$ cat config.mk
export PLATFORM = sky130hd
export DESIGN_NAME = uart_rx_en
export DESIGN_NICKNAME = d
export VERILOG_FILES = /design/src/rtl/uart_pkg.sv /design/src/rtl/uart_sync.sv /design/src/rtl/uart_rx_en.sv
export SDC_FILE = /design/constraint.sdc
export NUM_CORES = 1
export LEC_CHECK = 0
export CAP_MARGIN = 20
export CORE_ASPECT_RATIO = 0.5
export CORE_UTILIZATION = 40
export CTS_BUF_LIST = sky130_fd_sc_hd__clkbuf_8
export CTS_CLUSTER_DIAMETER = 100
export DETAILED_ROUTE_END_ITERATION = 8
export PLACE_DENSITY_LB_ADDON = 0.1
export SLEW_MARGIN = 10
export SYNTH_ARGS = -nofsm -noshare
export SYNTH_HDL_FRONTEND = slang
export SYNTH_SLANG_ARGS = --single-unit
$ cat constraint.sdc
create_clock -name clk -period 2.6 [get_ports clk]
set_clock_uncertainty 0.1 [all_clocks]
set_input_delay 0.52 -clock clk [delete_from_list [all_inputs] [get_ports clk]]
set_output_delay 0.52 -clock clk [all_outputs]
set_load 0.01 [all_outputs]
$ cat src/rtl/uart_pkg.sv
// -----------------------------------------------------------------------------
// uart_pkg
// Types and constants shared by the UART receiver and transmitter.
//   DATA_BITS          : payload bits per character
//   OVERSAMPLE_DEFAULT : default number of sample strobes per bit period
//   rx_state_e         : receiver FSM states
//   tx_state_e         : transmitter FSM states
//   tx_req_t           : transmit request (byte plus valid flag)
// -----------------------------------------------------------------------------
package uart_pkg;

    localparam int DATA_BITS          = 8;
    localparam int OVERSAMPLE_DEFAULT = 16;

    typedef enum logic [1:0] {
        IDLE  = 2'd0,
        START = 2'd1,
        DATA  = 2'd2,
        STOP  = 2'd3
    } rx_state_e;

    typedef enum logic [1:0] {
        TX_IDLE  = 2'd0,
        TX_START = 2'd1,
        TX_DATA  = 2'd2,
        TX_STOP  = 2'd3
    } tx_state_e;

    typedef struct packed {
        logic                 valid;
        logic [DATA_BITS-1:0] data;
    } tx_req_t;

endpackage

$ cat src/rtl/uart_sync.sv
// -----------------------------------------------------------------------------
// uart_sync
// Two-flop synchronizer for an asynchronous single-bit input.
// Ports:
//   clk     in  system clock, rising edge
//   nReset  in  asynchronous active-low reset; both flops load RESET_VAL
//   d       in  asynchronous input
//   q       out synchronized output (two clk cycles of latency)
// -----------------------------------------------------------------------------
module uart_sync #(
    parameter logic RESET_VAL = 1'b1
) (
    input  logic clk,
    input  logic nReset,
    input  logic d,
    output logic q
);

    logic meta_q;
    logic sync_q;

    always_ff @(posedge clk or negedge nReset) begin
        if (!nReset) begin
            meta_q <= RESET_VAL;
            sync_q <= RESET_VAL;
        end else begin
            meta_q <= d;
            sync_q <= meta_q;
        end
    end

    assign q = sync_q;

endmodule

$ cat src/rtl/uart_rx_en.sv
// -----------------------------------------------------------------------------
// uart_rx_en
// UART receiver (8 data bits, no parity, one stop bit) driven by an external
// sample strobe running at OVERSAMPLE x baud. The FSM only advances on en.
// Ports:
//   clk     in  system clock, rising edge
//   nReset  in  asynchronous active-low reset
//   en      in  sample strobe, OVERSAMPLE per bit period
//   in      in  serial line, idle high, asynchronous to clk
//   data    out last correctly framed byte (LSB received first)
//   done    out one-clk pulse: new byte on data
//   err     out one-clk pulse: framing error (stop bit sampled low)
//   busy    out high while a frame is in progress
// -----------------------------------------------------------------------------
module uart_rx_en
    import uart_pkg::*;
#(
    parameter int OVERSAMPLE = OVERSAMPLE_DEFAULT
) (
    input  logic       clk,
    input  logic       nReset,
    input  logic       en,
    input  logic       in,
    output logic [7:0] data,
    output logic       done,
    output logic       err,
    output logic       busy
);

    localparam int CNT_W = $clog2(OVERSAMPLE);
    localparam int BIT_W = $clog2(DATA_BITS + 1);

    localparam logic [CNT_W-1:0] CNT_MID  = CNT_W'(OVERSAMPLE / 2 - 1);
    localparam logic [CNT_W-1:0] CNT_LAST = CNT_W'(OVERSAMPLE - 1);
    localparam logic [BIT_W-1:0] BIT_LAST = BIT_W'(DATA_BITS - 1);

    logic rx_s;

    rx_state_e            state_q,   state_d;
    logic [CNT_W-1:0]     cnt_q,     cnt_d;
    logic [BIT_W-1:0]     bit_cnt_q, bit_cnt_d;
    logic [DATA_BITS-1:0] shift_q,   shift_d;
    logic [DATA_BITS-1:0] data_q,    data_d;
    logic                 prev_s_q,  prev_s_d;
    logic                 done_q,    done_d;
    logic                 err_q,     err_d;
    logic                 busy_q,    busy_d;

    // Resets high so a released reset on an idle line is not seen as a start edge.
    uart_sync #(
        .RESET_VAL (1'b1)
    ) u_sync (
        .clk    (clk),
        .nReset (nReset),
        .d      (in),
        .q      (rx_s)
    );

    always_comb begin
        state_d   = state_q;
        cnt_d     = cnt_q;
        bit_cnt_d = bit_cnt_q;
        shift_d   = shift_q;
        prev_s_d  = prev_s_q;
        data_d    = data_q;
        done_d    = 1'b0;
        err_d     = 1'b0;

        if (en) begin
            prev_s_d = rx_s;

            unique case (state_q)
                IDLE: begin
                    // Only a 1->0 transition starts a frame; a line stuck low
                    // (break) never re-triggers.
                    if (prev_s_q && !rx_s) begin
                        state_d = START;
                        cnt_d   = '0;
                    end
                end

                START: begin
                    // Re-check the line half a bit after the edge to reject glitches.
                    if (cnt_q == CNT_MID) begin
                        cnt_d = '0;
                        if (!rx_s) begin
                            state_d   = DATA;
                            bit_cnt_d = '0;
                        end else begin
                            state_d = IDLE;
                        end
                    end else begin
                        cnt_d = cnt_q + 1'b1;
                    end
                end

                DATA: begin
                    if (cnt_q == CNT_LAST) begin
                        // Counting starts at mid start bit, so this is mid data bit.
                        cnt_d     = '0;
                        shift_d   = {rx_s, shift_q[DATA_BITS-1:1]};
                        bit_cnt_d = bit_cnt_q + 1'b1;
                        if (bit_cnt_q == BIT_LAST) begin
                            state_d = STOP;
                        end
                    end else begin
                        cnt_d = cnt_q + 1'b1;
                    end
                end

                STOP: begin
                    if (cnt_q == CNT_LAST) begin
                        cnt_d   = '0;
                        state_d = IDLE;
                        if (rx_s) begin
                            data_d = shift_q;
                            done_d = 1'b1;
                        end else begin
                            err_d = 1'b1;
                        end
                    end else begin
                        cnt_d = cnt_q + 1'b1;
                    end
                end

                default: begin
                    state_d = IDLE;
                    cnt_d   = '0;
                end
            endcase
        end

        busy_d = (state_d != IDLE);
    end

    always_ff @(posedge clk or negedge nReset) begin
        if (!nReset) begin
            state_q   <= IDLE;
            cnt_q     <= '0;
            bit_cnt_q <= '0;
            shift_q   <= '0;
            data_q    <= '0;
            prev_s_q  <= 1'b1;
            done_q    <= 1'b0;
            err_q     <= 1'b0;
            busy_q    <= 1'b0;
        end else begin
            state_q   <= state_d;
            cnt_q     <= cnt_d;
            bit_cnt_q <= bit_cnt_d;
            shift_q   <= shift_d;
            data_q    <= data_d;
            prev_s_q  <= prev_s_d;
            done_q    <= done_d;
            err_q     <= err_d;
            busy_q    <= busy_d;
        end
    end

    assign data = data_q;
    assign done = done_q;
    assign err  = err_q;
    assign busy = busy_q;

endmodule
==> results of run 1 <==
==> layer usage <==
metal / GRT usage [%] / wire length (um) / vias up
li1: - / - / 431
met1: 20.72 / 1226 / 412
met2: 21.27 / 998 / 14
met3: 5.597 / 91 / 2
met4: 5.000 / 8 / 0
met5: 0 / 0 / -
==> sequential cells by signal (all words and copies together), names as in the netlist <==
name           count
busy               1
data               8
state_q            2
shift_q            8
u_sync.meta_q      1
prev_s_q           1
err                1
done               1
cnt_q              4
u_sync.q           1
bit_cnt_q          4
==> cells by family (layout without fill, tap and decap cells) <==
logic type,count (synthesis),after routing,synth area share (%)
simple gates,37,37,14.46
compound gates,17,17,8.730
mux,17,17,15.34
fa+ha+maj,2,2,1.763
buf+inv,6,26,2.998
flops,32,32,56.70
==> critical path, delay by kind of cell (launching register included) <==
family | cells | cell delay (ns)
simple gates | 2 | 0.77
flops | 1 | 0.48
compound gates | 1 | 0.35
mux | 1 | 0.35
==> final cells by class <==
type | count | area [um2]
clock buffers | 6 | 82.58
flip-flops and latches | 32 | 804.5
fillers | 291 | 1496
multi-input cells | 73 | 571.8
inverters | 2 | 7.507
repair buffers | 16 | 155.1
clock inverters | 2 | 10.01
well taps | 48 | 60.06
==> Yosys cell counts, types with 2 or more instances <==
master                     number
sky130_fd_sc_hd__dfrtp_1       29
sky130_fd_sc_hd__mux2_2        10
sky130_fd_sc_hd__nand2_1       10
sky130_fd_sc_hd__nor2_1         8
sky130_fd_sc_hd__mux2_4         7
sky130_fd_sc_hd__o21ai_0        7
sky130_fd_sc_hd__nand3_1        4
sky130_fd_sc_hd__dfstp_2        3
sky130_fd_sc_hd__nor2b_1        3
sky130_fd_sc_hd__buf_6          2
sky130_fd_sc_hd__ha_1           2
sky130_fd_sc_hd__inv_1          2
sky130_fd_sc_hd__nand2b_1       2
sky130_fd_sc_hd__nor3_1         2
sky130_fd_sc_hd__o31ai_1        2
sky130_fd_sc_hd__or2b_1         2
==> power by group through the flow <==
stage	logic, mW	clock network, mW	registers (mW)
2_1_floorplan	0.154	0	0.591
3_3_place_gp	0.175	0	0.617
3_5_place_dp	0.178	0	0.618
4_1_cts	0.179	0.407	0.611
5_1_grt	0.201	0.429	0.621
6_report	0.175	0.386	0.611
==> worst max path at each step <==
| stage | start | slack (ns) | to |
|---|---|---|---|
| floorplan | cnt_q[3]$_DFFE_PN0P_ | 0.78 | shift_q[0]$_DFFE_PN0P_ |
| global placement | en | 0.29 | shift_q[1]$_DFFE_PN0P_ |
| detailed placement | en | 0.29 | shift_q[7]$_DFFE_PN0P_ |
| CTS | cnt_q[3]$_DFFE_PN0P_ | 0.42 | shift_q[7]$_DFFE_PN0P_ |
| global route | cnt_q[3]$_DFFE_PN0P_ | 0.31 | shift_q[7]$_DFFE_PN0P_ |
| finish | cnt_q[3]$_DFFE_PN0P_ | 0.44 | shift_q[7]$_DFFE_PN0P_ |
==> stage by stage <==
stage	power (mW)	hold WS [ns]	worst slack, ns
final	1.173	0.2563	0.4415
after global routing	1.251	0.2601	0.3110
after CTS	1.197	0.2570	0.4201
after detailed placement	0.7968	0.2472	0.2900
after global placement	0.7921	0.2461	0.2903
after floorplan	0.7450	0.1244	0.7842
==> impl_summary.txt, run 1 <==
----------------------------------------------------
[Run status]
  Run status ... finished clean

[Cells and area]
  Most common cell after layout, fill and taps aside ... sky130_fd_sc_hd__dfrtp_1
  Antenna cells ... 0
  Layout overhead on the synthesized area ... 19.22%
  Layout cells sized above 1 ... a little over a quarter
  Utilization of the core after routing ... between 50% and 60%
  Nets@finish ... 136
  Final standard cell area without fillers ... 0.001692 mm2
  Highest-count cells in the layout ignoring fill and taps ... sky130_fd_sc_hd__dfrtp_1, sky130_fd_sc_hd__clkdlybuf4s50_1, sky130_fd_sc_hd__nand2_1, sky130_fd_sc_hd__mux2_2, sky130_fd_sc_hd__nor2_1
  Final standard cell count with taps included and fillers excluded ... 179

[STA]
  Slew headroom ... 55.35%
  F_max ... approximately 0.46 GHz
  Number of failing setup endpoints in the final timing report ... 0
  Final period utilization ... just over 80%
  Setup TNS after final layout ... 0 ns
  Slew @ Worst Pin ... 0.6640 ns
  Setup repair after global routing missed its margin ... false
  Hold Violations, Final ... 0
  Max-slew violation total from the final report ... 0
  Post-route minimum period ... 2.158 ns

[Yosys]
  FFs w/ async S/R, synth ... between 90% and 100%
  Share of Yosys cell area claimed by the top area cell type ... 51.15%
  Synthesized cell area ... about 0.0014 mm2
  Largest cells by area after synthesis ... sky130_fd_sc_hd__dfrtp_1, sky130_fd_sc_hd__mux2_2, sky130_fd_sc_hd__mux2_4
  Average cell area after synthesis ... approximately 13 um2
  Library cell with the largest summed area after synthesis ... sky130_fd_sc_hd__dfrtp_1
  Seq/Total Area, Yosys ... between 50% and 60%
  Yosys warning total ... 0
  Count of flip-flops with a built-in enable after synthesis ... 0
  Main synth FF type ... sky130_fd_sc_hd__dfrtp_1
  Seq cells post-synth ... 32
  Number of distinct library cells after synthesis ... 32
  Post-synth net total ... ~120
  Cells after Synth ... around 110

[Clocking]
  TritonCTS buffer count ... 5
  Clock latency reported for the late side of the worst-skew pair ... roughly 0.28 ns
  Resized Gates After CTS ... 0
  Post-CTS setup buffers ... 0
  Number of H-tree branching levels ... 2
  Maximum clock path buffer count ... 2
  Root Buffer Master ... sky130_fd_sc_hd__clkbuf_8
  Clock transition at the register clock pins on the worst setup and hold paths after CTS ... 0.06 ns
  # clock sinks ... 32
  CTS tree ... done
  Post-CTS Hold Fix Bufs ... 0

[Power and ir drop]
  Pwr Density ... 693.2 mW/mm2
  Net Sw Frac ... 28.06%
  Internal power contribution ... about 0.84 mW
  Sequential cell fraction of total power ... 52.1%
  Proportion of power drawn by the clock network ... 33.0%
  Combinational cell fraction of total power ... between 10% and 20%
  Worst supply voltage drop on vdd ... between 0.4 and 0.5 mV
  Net Sw Power ... ~0.33 mW
  P_leak ... ~0.81 nW

[Route]
  Routed WL per cell ... between 10 and 15 um
  Count of nets left with antenna violations after detail routing ... 0
  Count of vias placed by the detailed router ... around 860
  Drt drc ... 0
  DRT Pass-1 Iters ... 3
  Violation count after the first detailed-route iteration ... 17
  Drt total wl ... about 2300 um
  Per-cell via count in the routed design ... about 4.8

[Placement]
  Post-Place Cell Area ... around 0.0016 mm2
  Count of buffers from port buffering ... 14
  Number of placed instances with taps included ... between 150 and 200
  Final weighted congestion of routability-driven global placement ... around 0.80
  Sum of net half-perimeters after detailed placement ... roughly 1600 um

[Setup path]
  Kind of launch point of the worst setup path ... flop
  Register-to-Register Path Depth ... 4
  Reg-to-reg startpoint ... cnt_q[3]$_DFFE_PN0P_
  Critical path's largest stage delay ... around 0.50 ns
  Reg-to-reg endpoint ... shift_q[7]$_DFFE_PN0P_
  Setup slack, reg-to-reg ... 0.44 ns
  Cell breakdown of the critical path ... and3b_2 -> o2111ai_2 -> or2_1 -> mux2_4
  Worst Path Class, Setup ... reg2reg
  Worst Path Arrival ... between 2 and 2.5 ns
  Critical Path Sink Type ... flop
  Critical path fanouts, max ... 10
  Data required time at the worst endpoint ... between 2 and 3 ns
  Critical path's slowest cell ... sky130_fd_sc_hd__or2_1

[Global routing]
  Number of global-route vias before repair ... a little over 800
  First-pass GRT wire length ... 4119 um
  Pin count of the biggest net entering global routing ... 33
  Global-route congestion overflow total ... 0
  Aggregate global-route resource usage ... 14.80%
  Number of antenna violations at the first check in global routing ... 0

[Floorplanning]
  Horizontal die dimension ... 86.23 um
  Total Die Area ... ~0.0038 mm2
  Floorplan die height ... roughly 44 um
  Total number of placement rows ... 14
  Effective utilization at floorplan ... between 40% and 50%
  Core region area ... about 0.0032 mm2
  Boundary pin count ... 15

[Min path]
  Hold Path Class ... reg2reg
  Hold wc startpoint ... u_sync.meta_q$_DFF_PN1_
  Worst Hold Path Cells ... 0
  Hold Path Sink ... u_sync.q$_DFF_PN1_

[Job]
  Maximum capacitance violations ... 0

----------------------------------------------------
Power figures use the tool's default switching activity.
==> run 2, diff against run 1 <==
==> constraint.sdc (replaced) <==
create_clock -name clk -period 1.8 [get_ports clk]
set_clock_uncertainty 0.1 [all_clocks]
set_input_delay 0.36 -clock clk [delete_from_list [all_inputs] [get_ports clk]]
set_output_delay 0.36 -clock clk [all_outputs]
set_load 0.01 [all_outputs]
==> run 2 against run 1 <==
  * First-iteration DRC count is 82% higher
  * Cell area is 12% higher
  * Sequential cell count did not move
  * Die area unchanged
  * Critical endpoint unchanged
  * Register-to-register slack worse by 0.43 ns
  * Clock power up 72%
  * Global-route usage is 1.5 points higher
  * Power is 62% higher
  * Sequential power increased by 39%
  * Clock-buffer cell count shrank 1
  * Maximum frequency increased by 20%
==> impl_summary.txt, run 2 (synthesis results as in run 1) <==
----------------------------------------------------
[Clocking]
  TritonCTS buffer count ... 5
  # clock sinks ... 32
  Clock transition at the register clock pins on the worst setup and hold paths after CTS ... around 0.070 ns
  Post-CTS Hold Fix Bufs ... 0
  Root Buffer Master ... sky130_fd_sc_hd__clkbuf_8
  Number of H-tree branching levels ... 2
  Maximum clock path buffer count ... 2
  Clock latency reported for the late side of the worst-skew pair ... 0.28 ns
  CTS tree ... done

[Placement]
  Count of buffers from port buffering ... 14
  Sum of net half-perimeters after detailed placement ... around 1700 um
  Post-Place Cell Area ... about 0.0017 mm2
  Final weighted congestion of routability-driven global placement ... 0.7550

[Floorplanning]
  Boundary pin count ... 15
  Horizontal die dimension ... about 86 um
  Effective utilization at floorplan ... between 40% and 50%
  Total Die Area ... around 0.0038 mm2
  Floorplan die height ... about 44 um
  Core region area ... around 0.0032 mm2
  Total number of placement rows ... 14

[Setup path]
  WP buf/inv ... 1
  Kind of launch point of the worst setup path ... flop
  Setup slack, reg-to-reg ... around 0.008 ns
  Critical path fanouts, max ... 4
  Worst Path Arrival ... 1.86 ns
  Kind of cell adding the most delay to the critical path ... simple AND/OR/NAND/NOR gates
  Critical path's largest stage delay ... 0.42 ns
  Critical Path Sink Type ... flop
  Critical path's slowest cell ... sky130_fd_sc_hd__dfrtp_1
  Worst Path Class, Setup ... reg2reg
  Data required time at the worst endpoint ... between 1.5 and 2 ns
  Cell breakdown of the critical path ... nor4b_4 -> o2111ai_2 -> or2_4 -> clkbuf_16 -> mux2_4
  Startpoint of the worst setup timing path ... cnt_q[3]$_DFFE_PN0P_
  Reg-to-reg startpoint ... cnt_q[3]$_DFFE_PN0P_

[STA]
  F_max ... between 0.5 and 0.6 GHz
  Setup repair after global routing missed its margin ... true
  Hold Violations, Final ... 0
  Post-route minimum period ... roughly 1.8 ns
  Hold Slack ... approximately 0.26 ns
  Slew headroom ... roughly four fifths
  Number of failing setup endpoints in the final timing report ... 0
  Setup TNS after final layout ... 0 ns
  Max-slew violation total from the final report ... 0
  Slew @ Worst Pin ... ~0.28 ns
  Final period utilization ... 99.54%

[Power and ir drop]
  Worst supply voltage drop on vdd ... 0.5023 mV
  Final total power ... 1.898 mW
  Pwr Density ... approximately 1000 mW/mm2
  P_leak ... ~0.93 nW

[Global routing]
  Number of global-route vias before repair ... a little over 900
  Number of antenna violations at the first check in global routing ... 0
  Pin count of the biggest net entering global routing ... 33
  Aggregate global-route resource usage ... approximately 16%
  First-pass GRT wire length ... ~4500 um
  Global-route congestion overflow total ... 0

[Route]
  Routed WL per cell ... between 10 and 15 um
  Drt total wl ... 2518 um
  Drt drc ... 0
  Violation count after the first detailed-route iteration ... 31
  Per-cell via count in the routed design ... ~4.8
  Count of nets left with antenna violations after detail routing ... 0
  DRT Pass-1 Iters ... 4
  Count of vias placed by the detailed router ... 950

[Cells and area]
  Most common cell after layout, fill and taps aside ... sky130_fd_sc_hd__dfrtp_1
  Multi-input gate area in the final layout ... 576.8 um2
  Nets@finish ... between 150 and 200
  Filler cell count ... ~270
  Antenna cells ... 0
  Layout overhead on the synthesized area ... 34.04%
  Highest-count cells in the layout ignoring fill and taps ... sky130_fd_sc_hd__dfrtp_1, sky130_fd_sc_hd__buf_4, sky130_fd_sc_hd__clkdlybuf4s50_1, sky130_fd_sc_hd__nand2_1, sky130_fd_sc_hd__mux2_2
  FF/Latch Area ... slightly above 800 um2
  Final standard cell area without fillers ... between 0.0015 and 0.002 mm2
  Layout cells sized above 1 ... 36.24%

[Min path]
  Hold Path Class ... reg2reg
  Hold wc startpoint ... u_sync.meta_q$_DFF_PN1_

[Job]
  Maximum capacitance violations ... 0

[Run status]
  Run status ... finished clean

----------------------------------------------------
run 2: cell types whose count changed in the layout (fill, tap and decap cells not counted), sizes merged:
cell	change
buf	+17
clkinv	-1
bufinv	+1
inv	+1
run 2: worst reg2reg max path, stage by stage, from the launching register on:
cell,delay [ns]
sky130_fd_sc_hd__dfrtp_1,0.42
sky130_fd_sc_hd__nor4b_4,0.29
sky130_fd_sc_hd__o2111ai_2,0.15
sky130_fd_sc_hd__or2_4,0.28
sky130_fd_sc_hd__clkbuf_16,0.16
sky130_fd_sc_hd__mux2_4,0.28
run 2: path summary, 6_finish.rpt:
path | endpoint | cells after the start
max in group asynchronous | prev_s_q$_DFFE_PN1P_ | 2
setup reg to reg | shift_q[7]$_DFFE_PN0P_ | 5
setup / recovery | shift_q[7]$_DFFE_PN0P_ | 5
hold / removal | u_sync.q$_DFF_PN1_ | 0
min in group asynchronous | data[0]$_DFFE_PN0P_ | 2
hold reg to reg | u_sync.q$_DFF_PN1_ | 0
run 2: report_power, final:
part           switching, mW  internal, mW  total [mW]
Sequential            0.0602         0.788       0.848
Clock                  0.258         0.405       0.663
Combinational          0.183         0.204       0.388
Total                  0.501          1.40        1.90
run 2: repair_timing:
item | 4_1_cts | 5_1_grt
hold endpoints to repair | 0 | 0
buffers inserted | 0 | 2
gates resized for setup | 0 | 4
setup endpoints to repair | 0 | 14
run 2: area by class of cell:
class	instances	share of cell area, %
flip-flops and latches	32	42.30
multi-input cells	73	30.33
repair buffers	34	18.16
clock buffers	5	3.618
well taps	48	3.158
clock inverters	3	2.039
inverters	2	0.3947
run 2: through the flow:
stage	worst slack, ns	cells	util [%]
6_report	0.008203	197	59.65
5_1_grt	-0.05556	197	59.65
4_1_cts	0.007796	194	58.24
3_5_place_dp	-0.1266	186	54.87
3_3_place_gp	-0.1133	186	54.87
2_1_floorplan	-0.01578	111	-
run 2: layer usage:
metal  up-vias  global-route usage, %  share of wire, %
li1        468                      -                 -
met1       456                  21.39                51
met2        20                  24.44                43
met3         6                  6.157               4.6
met4         0                  7.667               1.9
met5         -                      0                 0
